`config.mk`:
```
export PLATFORM = sky130hd
export DESIGN_NAME = i2c_target
export DESIGN_NICKNAME = d
export VERILOG_FILES = /design/src/rtl/i2c_target.sv
export SDC_FILE = /design/constraint.sdc
export NUM_CORES = 1
export LEC_CHECK = 0
export CORE_MARGIN = 2
export CORE_UTILIZATION = 57
export DETAILED_ROUTE_END_ITERATION = 8
export PLACE_DENSITY = 0.95
export SLEW_MARGIN = 15
export SYNTH_ARGS = -nofsm -noshare
export SYNTH_HDL_FRONTEND = slang
export SYNTH_SLANG_ARGS = --single-unit
```
`constraint.sdc`:
```
create_clock -name clk -period 5.73 [get_ports clk]
set_input_delay 1.719 -clock clk [delete_from_list [all_inputs] [get_ports clk]]
set_output_delay 1.719 -clock clk [all_outputs]
set_load 0.02 [all_outputs]
```
`src/rtl/i2c_target.sv`:
```
// I2C target (slave) with a fixed 7-bit address.
// SCL/SDA are synchronized into the clk domain. START and STOP conditions and
// SCL edges are detected there, and a byte-level FSM handles addressing,
// write data capture and read data return over an open-drain SDA pad.
module i2c_target #(
  parameter logic [6:0] ADDR = 7'h50
) (
  input  logic        clk,
  input  logic        rst,
  input  logic        scl_i,
  input  logic        sda_i,
  output logic        sda_oe,
  output logic [7:0]  rx_data,
  output logic        rx_valid,
  output logic [15:0] data16,
  input  logic [7:0]  tx_data,
  output logic        tx_load,
  output logic        busy
);

  localparam logic [2:0] ST_IDLE      = 3'd0;
  localparam logic [2:0] ST_ADDR      = 3'd1;
  localparam logic [2:0] ST_ADDR_ACK  = 3'd2;
  localparam logic [2:0] ST_WRITE     = 3'd3;
  localparam logic [2:0] ST_WRITE_ACK = 3'd4;
  localparam logic [2:0] ST_READ      = 3'd5;
  localparam logic [2:0] ST_READ_ACK  = 3'd6;
  localparam logic [2:0] ST_IGNORE    = 3'd7;

  // Synchronizer chains plus one delayed copy for edge detection.
  logic scl_meta_q, scl_sync_q, scl_prev_q;
  logic sda_meta_q, sda_sync_q, sda_prev_q;

  logic [2:0]  state_q, state_d;
  logic [2:0]  cnt_q, cnt_d;
  logic [7:0]  shift_q, shift_d;
  logic        rw_q, rw_d;
  logic        ack_seen_q, ack_seen_d;
  logic        ctrl_ack_q, ctrl_ack_d;
  logic        sda_oe_q, sda_oe_d;
  logic [7:0]  rx_data_q, rx_data_d;
  logic        rx_valid_q, rx_valid_d;
  logic [15:0] data16_q, data16_d;
  logic        tx_load_q, tx_load_d;
  logic        busy_q, busy_d;

  logic        scl_rise, scl_fall, start_det, stop_det;
  logic [7:0]  byte_in;

  // Two-flop synchronizers and the delayed copies used for edge detection.
  always_ff @(posedge clk or posedge rst) begin
    if (rst) begin
      scl_meta_q <= 1'b1;
      scl_sync_q <= 1'b1;
      scl_prev_q <= 1'b1;
      sda_meta_q <= 1'b1;
      sda_sync_q <= 1'b1;
      sda_prev_q <= 1'b1;
    end else begin
      scl_meta_q <= scl_i;
      scl_sync_q <= scl_meta_q;
      scl_prev_q <= scl_sync_q;
      sda_meta_q <= sda_i;
      sda_sync_q <= sda_meta_q;
      sda_prev_q <= sda_sync_q;
    end
  end

  assign scl_rise  = scl_sync_q & ~scl_prev_q;
  assign scl_fall  = ~scl_sync_q & scl_prev_q;
  // SCL must be stably high across the SDA transition for START/STOP.
  assign start_det = scl_sync_q & scl_prev_q & sda_prev_q & ~sda_sync_q;
  assign stop_det  = scl_sync_q & scl_prev_q & ~sda_prev_q & sda_sync_q;
  // Byte as it stands once the current SDA bit is shifted in (MSB first).
  assign byte_in   = {shift_q[6:0], sda_sync_q};

  // Next-state and datapath logic for the protocol FSM.
  always_comb begin
    state_d    = state_q;
    cnt_d      = cnt_q;
    shift_d    = shift_q;
    rw_d       = rw_q;
    ack_seen_d = ack_seen_q;
    ctrl_ack_d = ctrl_ack_q;
    sda_oe_d   = sda_oe_q;
    rx_data_d  = rx_data_q;
    data16_d   = data16_q;
    busy_d     = busy_q;
    rx_valid_d = 1'b0;
    tx_load_d  = 1'b0;

    if (start_det) begin
      // START or repeated START always restarts address reception.
      state_d    = ST_ADDR;
      cnt_d      = 3'd0;
      sda_oe_d   = 1'b0;
      ack_seen_d = 1'b0;
    end else if (stop_det) begin
      state_d    = ST_IDLE;
      cnt_d      = 3'd0;
      sda_oe_d   = 1'b0;
      busy_d     = 1'b0;
      ack_seen_d = 1'b0;
    end else begin
      case (state_q)
        ST_IDLE: begin
          state_d = ST_IDLE;
        end

        ST_ADDR: begin
          if (scl_rise) begin
            shift_d = byte_in;
            cnt_d   = cnt_q + 3'd1;
            if (cnt_q == 3'd7) begin
              if (byte_in[7:1] == ADDR) begin
                state_d = ST_ADDR_ACK;
                busy_d  = 1'b1;
                rw_d    = byte_in[0];
              end else begin
                state_d = ST_IGNORE;
              end
            end else begin
              state_d = ST_ADDR;
            end
          end else begin
            state_d = ST_ADDR;
          end
        end

        // First SCL fall drives the ACK; the second one ends the ACK slot.
        ST_ADDR_ACK: begin
          if (scl_fall) begin
            if (!sda_oe_q) begin
              sda_oe_d = 1'b1;
            end else if (rw_q) begin
              shift_d   = tx_data;
              tx_load_d = 1'b1;
              sda_oe_d  = ~tx_data[7];
              cnt_d     = 3'd0;
              state_d   = ST_READ;
            end else begin
              sda_oe_d = 1'b0;
              cnt_d    = 3'd0;
              state_d  = ST_WRITE;
            end
          end else begin
            state_d = ST_ADDR_ACK;
          end
        end

        ST_WRITE: begin
          if (scl_rise) begin
            shift_d = byte_in;
            cnt_d   = cnt_q + 3'd1;
            if (cnt_q == 3'd7) begin
              rx_data_d  = byte_in;
              data16_d   = {data16_q[7:0], byte_in};
              rx_valid_d = 1'b1;
              state_d    = ST_WRITE_ACK;
            end else begin
              state_d = ST_WRITE;
            end
          end else begin
            state_d = ST_WRITE;
          end
        end

        ST_WRITE_ACK: begin
          if (scl_fall) begin
            if (!sda_oe_q) begin
              sda_oe_d = 1'b1;
            end else begin
              sda_oe_d = 1'b0;
              state_d  = ST_WRITE;
            end
          end else begin
            state_d = ST_WRITE_ACK;
          end
        end

        // The controller samples on SCL rise; the next bit is shown on SCL fall.
        ST_READ: begin
          if (scl_rise) begin
            cnt_d = cnt_q + 3'd1;
            if (cnt_q == 3'd7) begin
              state_d    = ST_READ_ACK;
              ack_seen_d = 1'b0;
            end else begin
              state_d = ST_READ;
            end
          end else if (scl_fall) begin
            shift_d  = {shift_q[6:0], 1'b1};
            sda_oe_d = ~shift_q[6];
          end else begin
            state_d = ST_READ;
          end
        end

        // Release SDA, sample the controller's ACK, then reload or give up.
        ST_READ_ACK: begin
          if (scl_rise) begin
            ack_seen_d = 1'b1;
            ctrl_ack_d = ~sda_sync_q;
          end else if (scl_fall) begin
            if (!ack_seen_q) begin
              sda_oe_d = 1'b0;
            end else if (ctrl_ack_q) begin
              shift_d    = tx_data;
              tx_load_d  = 1'b1;
              sda_oe_d   = ~tx_data[7];
              cnt_d      = 3'd0;
              ack_seen_d = 1'b0;
              state_d    = ST_READ;
            end else begin
              sda_oe_d   = 1'b0;
              ack_seen_d = 1'b0;
              state_d    = ST_IGNORE;
            end
          end else begin
            state_d = ST_READ_ACK;
          end
        end

        ST_IGNORE: begin
          sda_oe_d = 1'b0;
        end

        default: begin
          state_d  = ST_IDLE;
          sda_oe_d = 1'b0;
        end
      endcase
    end
  end

  // State and output registers.
  always_ff @(posedge clk or posedge rst) begin
    if (rst) begin
      state_q    <= ST_IDLE;
      cnt_q      <= 3'd0;
      shift_q    <= 8'd0;
      rw_q       <= 1'b0;
      ack_seen_q <= 1'b0;
      ctrl_ack_q <= 1'b0;
      sda_oe_q   <= 1'b0;
      rx_data_q  <= 8'd0;
      rx_valid_q <= 1'b0;
      data16_q   <= 16'd0;
      tx_load_q  <= 1'b0;
      busy_q     <= 1'b0;
    end else begin
      state_q    <= state_d;
      cnt_q      <= cnt_d;
      shift_q    <= shift_d;
      rw_q       <= rw_d;
      ack_seen_q <= ack_seen_d;
      ctrl_ack_q <= ctrl_ack_d;
      sda_oe_q   <= sda_oe_d;
      rx_data_q  <= rx_data_d;
      rx_valid_q <= rx_valid_d;
      data16_q   <= data16_d;
      tx_load_q  <= tx_load_d;
      busy_q     <= busy_d;
    end
  end

  assign sda_oe   = sda_oe_q;
  assign rx_data  = rx_data_q;
  assign rx_valid = rx_valid_q;
  assign data16   = data16_q;
  assign tx_load  = tx_load_q;
  assign busy     = busy_q;

endmodule

```
==> results.md <==
* Status: finished clean
* CP top delay family: buffers and inverters
* Min Tclk post-route at 3.17 ns
* I/O pin count at 40
* GRT Total Usage at 24.1%
* DRT iter0 DRCs at 227
* CTS tree: done
* Fmax at 0.315 GHz
* Ys flop type: dfrtp_1
* TritonCTS Buffers at 5
* Final Setup Violations at 0
* Final wirelength at 5110 um
* DPL Wire Length at 3520 um
* EDFF count, synth at 0
* Clock sink count at 42
* Post-Syn Area at 2330 um^2
* Slowest stage cell on the critical path: clkdlybuf4s50_1
* Largest net degree at the start of global routing at 43
* Measured slew at the worst slew-check pin at 0.917 ns
* Slew headroom at 38.8%
* Total core area at 3970 um^2
* CP cell instances: clkdlybuf4s50_1
* Clock Latency Late Sink at 0.30 ns
* Critical Path Sink Type: output pin
* Total number of vias at 1775
* Post-route setup TNS at 0 ns
* Setup Buffers After CTS at 0
* Final Skew at 0.0125 ns
* Diode count at 0
* CP Launch Type: flop
* Detailed Routing Iterations Pass 1 at 7
* Synth cell count leaders: dfrtp_1, nand2_1, o21ai_0
* RSZ-0062 raised after global routing: false
* Avg Cell Area, Syn at 10.7 um^2
* Starting Density at 58.7%
* Final Max Tran Viols at 0
* Vias in the first global route at 1662
* Routed vias/inst at 6.00
* RD Place Congestion at 0.852
* Critical Path Fanout Max at 9
* Die Ht at 67.9 um
* Seq/Total Area, Yosys at 45.4%
* DRC at 0
* R2r setup slk at 3.10 ns
* Buffers on Ports at 39
* Post-Syn Instances at 218
* Critical Path AT at 1.45 ns
* Post-synth top area share at 38.7%
* WP buf/inv at 1
* Synth warnings at 0
* Post-synth top area cell: dfrtp_1
* Initial antenna violation count at 0
* Crit share post-route at 55.3%
* Final WS setup at 2.56 ns
* Pwr dens at 214 nW/um^2
* Static leakage at 0.00123 uW
* PostCTS Resize Cnt at 0
* Hold violation count in the final report at 0
* Gr ovfl total at 0
* Most common cell in the synthesized netlist: dfrtp_1
* Max incr delay on CP at 0.66 ns
* Die footprint at 4610 um^2
* Synth area leaders: dfrtp_1, dfstp_2, mux2_4
* # hold bufs at CTS at 0
* Mapped Nets at 237
* Layout Cells excl Fill at 296
* Placement Setup Slack at 2.69 ns
* Yosys cell types at 51
* Worst setup path class: reg2out
* Synth Register Bits at 42
* Clk pin slew, worst setup/hold paths at 0.08 ns
* Share of cells above drive strength 1 at 15.0%
* Drt wl/cell at 17.3 um
* Max_cap viols at 0
* Min-delay worst type: reg2reg
* FP Rows at 23
* CP required at 4.01 ns
* CTS Buffer Depth at 2
* Asr flop ratio synth at 100%
* Synth-to-layout area growth at 17.9%
* Htree depth at 2
* Clock root buffer: clkbuf_8
* Layout fillers at 303
* Wire length of the first global-routing pass at 8170 um
* Die width at 67.9 um
* Post-detailed-route count of antenna-violating nets at 0
* Dpl cells at 288
* Peak VDD IR at 0.000143 V
* Nets at 264
[final cells by class]
cell class | instances | area [um^2] | area share, %
tap | 50 | 62.6 | 2.28
sequential | 42 | 1060 | 38.5
clock buffer | 7 | 86.3 | 3.14
clock inverter | 1 | 8.76 | 0.319
timing repair buffer | 40 | 398 | 14.5
inverter | 5 | 18.8 | 0.683
multi-input combinational | 151 | 1110 | 40.6
[final timing paths]
check                                  startpoint                     end  cells after the start
min                          sda_meta_q$_DFF_PP1_    sda_sync_q$_DFF_PP1_                      0
max                            sda_oe$_DFFE_PP0P_                  sda_oe                      1
min in group asynchronous                     rst   data16[7]$_DFFE_PP0P_                      3
min reg2reg                  sda_meta_q$_DFF_PP1_    sda_sync_q$_DFF_PP1_                      0
max in group asynchronous                     rst    sda_meta_q$_DFF_PP1_                      3
max reg2reg                state_q[2]$_DFFE_PP0P_  shift_q[4]$_DFFE_PP0P_                      5
[sequential cells by signal (all words and copies together) (netlist names), 3 cells and up]
| register | count |
|---|---|
| rx_data | 7 |
| shift_q | 7 |
| data16 | 9 |
| state_q | 3 |
| cnt_q | 3 |
[kinds of logic after synthesis]
group	share of synthesized area (%)
AOI/OAI and AO/OA	13.5
xor gates and xnor gates	0.376
adders and majority gates	3.76
buffers and inverters	6.71
DFF	45.4
muxes	13.2
and+or+nand+nor	17.1
[layer usage]
layer  global-route usage, %  vias to the layer above  part of all wire [%]
met1                    32.0                      845                    42
met3                    4.61                       20                   5.2
met2                    37.1                       76                    50
met4                    12.8                        0                   3.3
met5                       0                        -                     0
li1                        -                      834                     -
[layout by cell type (no fill, tap or decap), types with 4 or more instances in the layout]
cell             count
mux2_4               9
a21oi_1              8
nand2_1             23
inv_1                5
nor2_1              10
o21ai_0             12
dfrtp_1             36
dfstp_2              6
mux2i_1              7
nor2b_1              4
nand2b_1             7
clkdlybuf4s50_1     39
nand3_1              4
mux2_2               9
nand3b_1             5
o31ai_1              4
ha_1                 7
clkbuf_8             6
nor3_1               5
[metrics by stage]
stage          hold slack (ns)  util, %  cell area (um^2)  total power (uW)
2_1_floorplan            0.345        -              2330               364
3_3_place_gp             0.346     66.8              2650               382
3_5_place_dp             0.349     66.8              2650               388
4_1_cts                  0.360     69.2              2750               588
5_1_grt                  0.366     69.2              2750               608
6_report                 0.356     69.2              2750               588
[power breakdown]
part / internal, uW / switching, uW / total, uW
clock: 99.5 / 104 / 203
combinational: 20.8 / 24.2 / 45.0
sequential: 316 / 23.7 / 340
total: 436 / 152 / 588
Note: power is estimated with default switching activity, not from simulation.
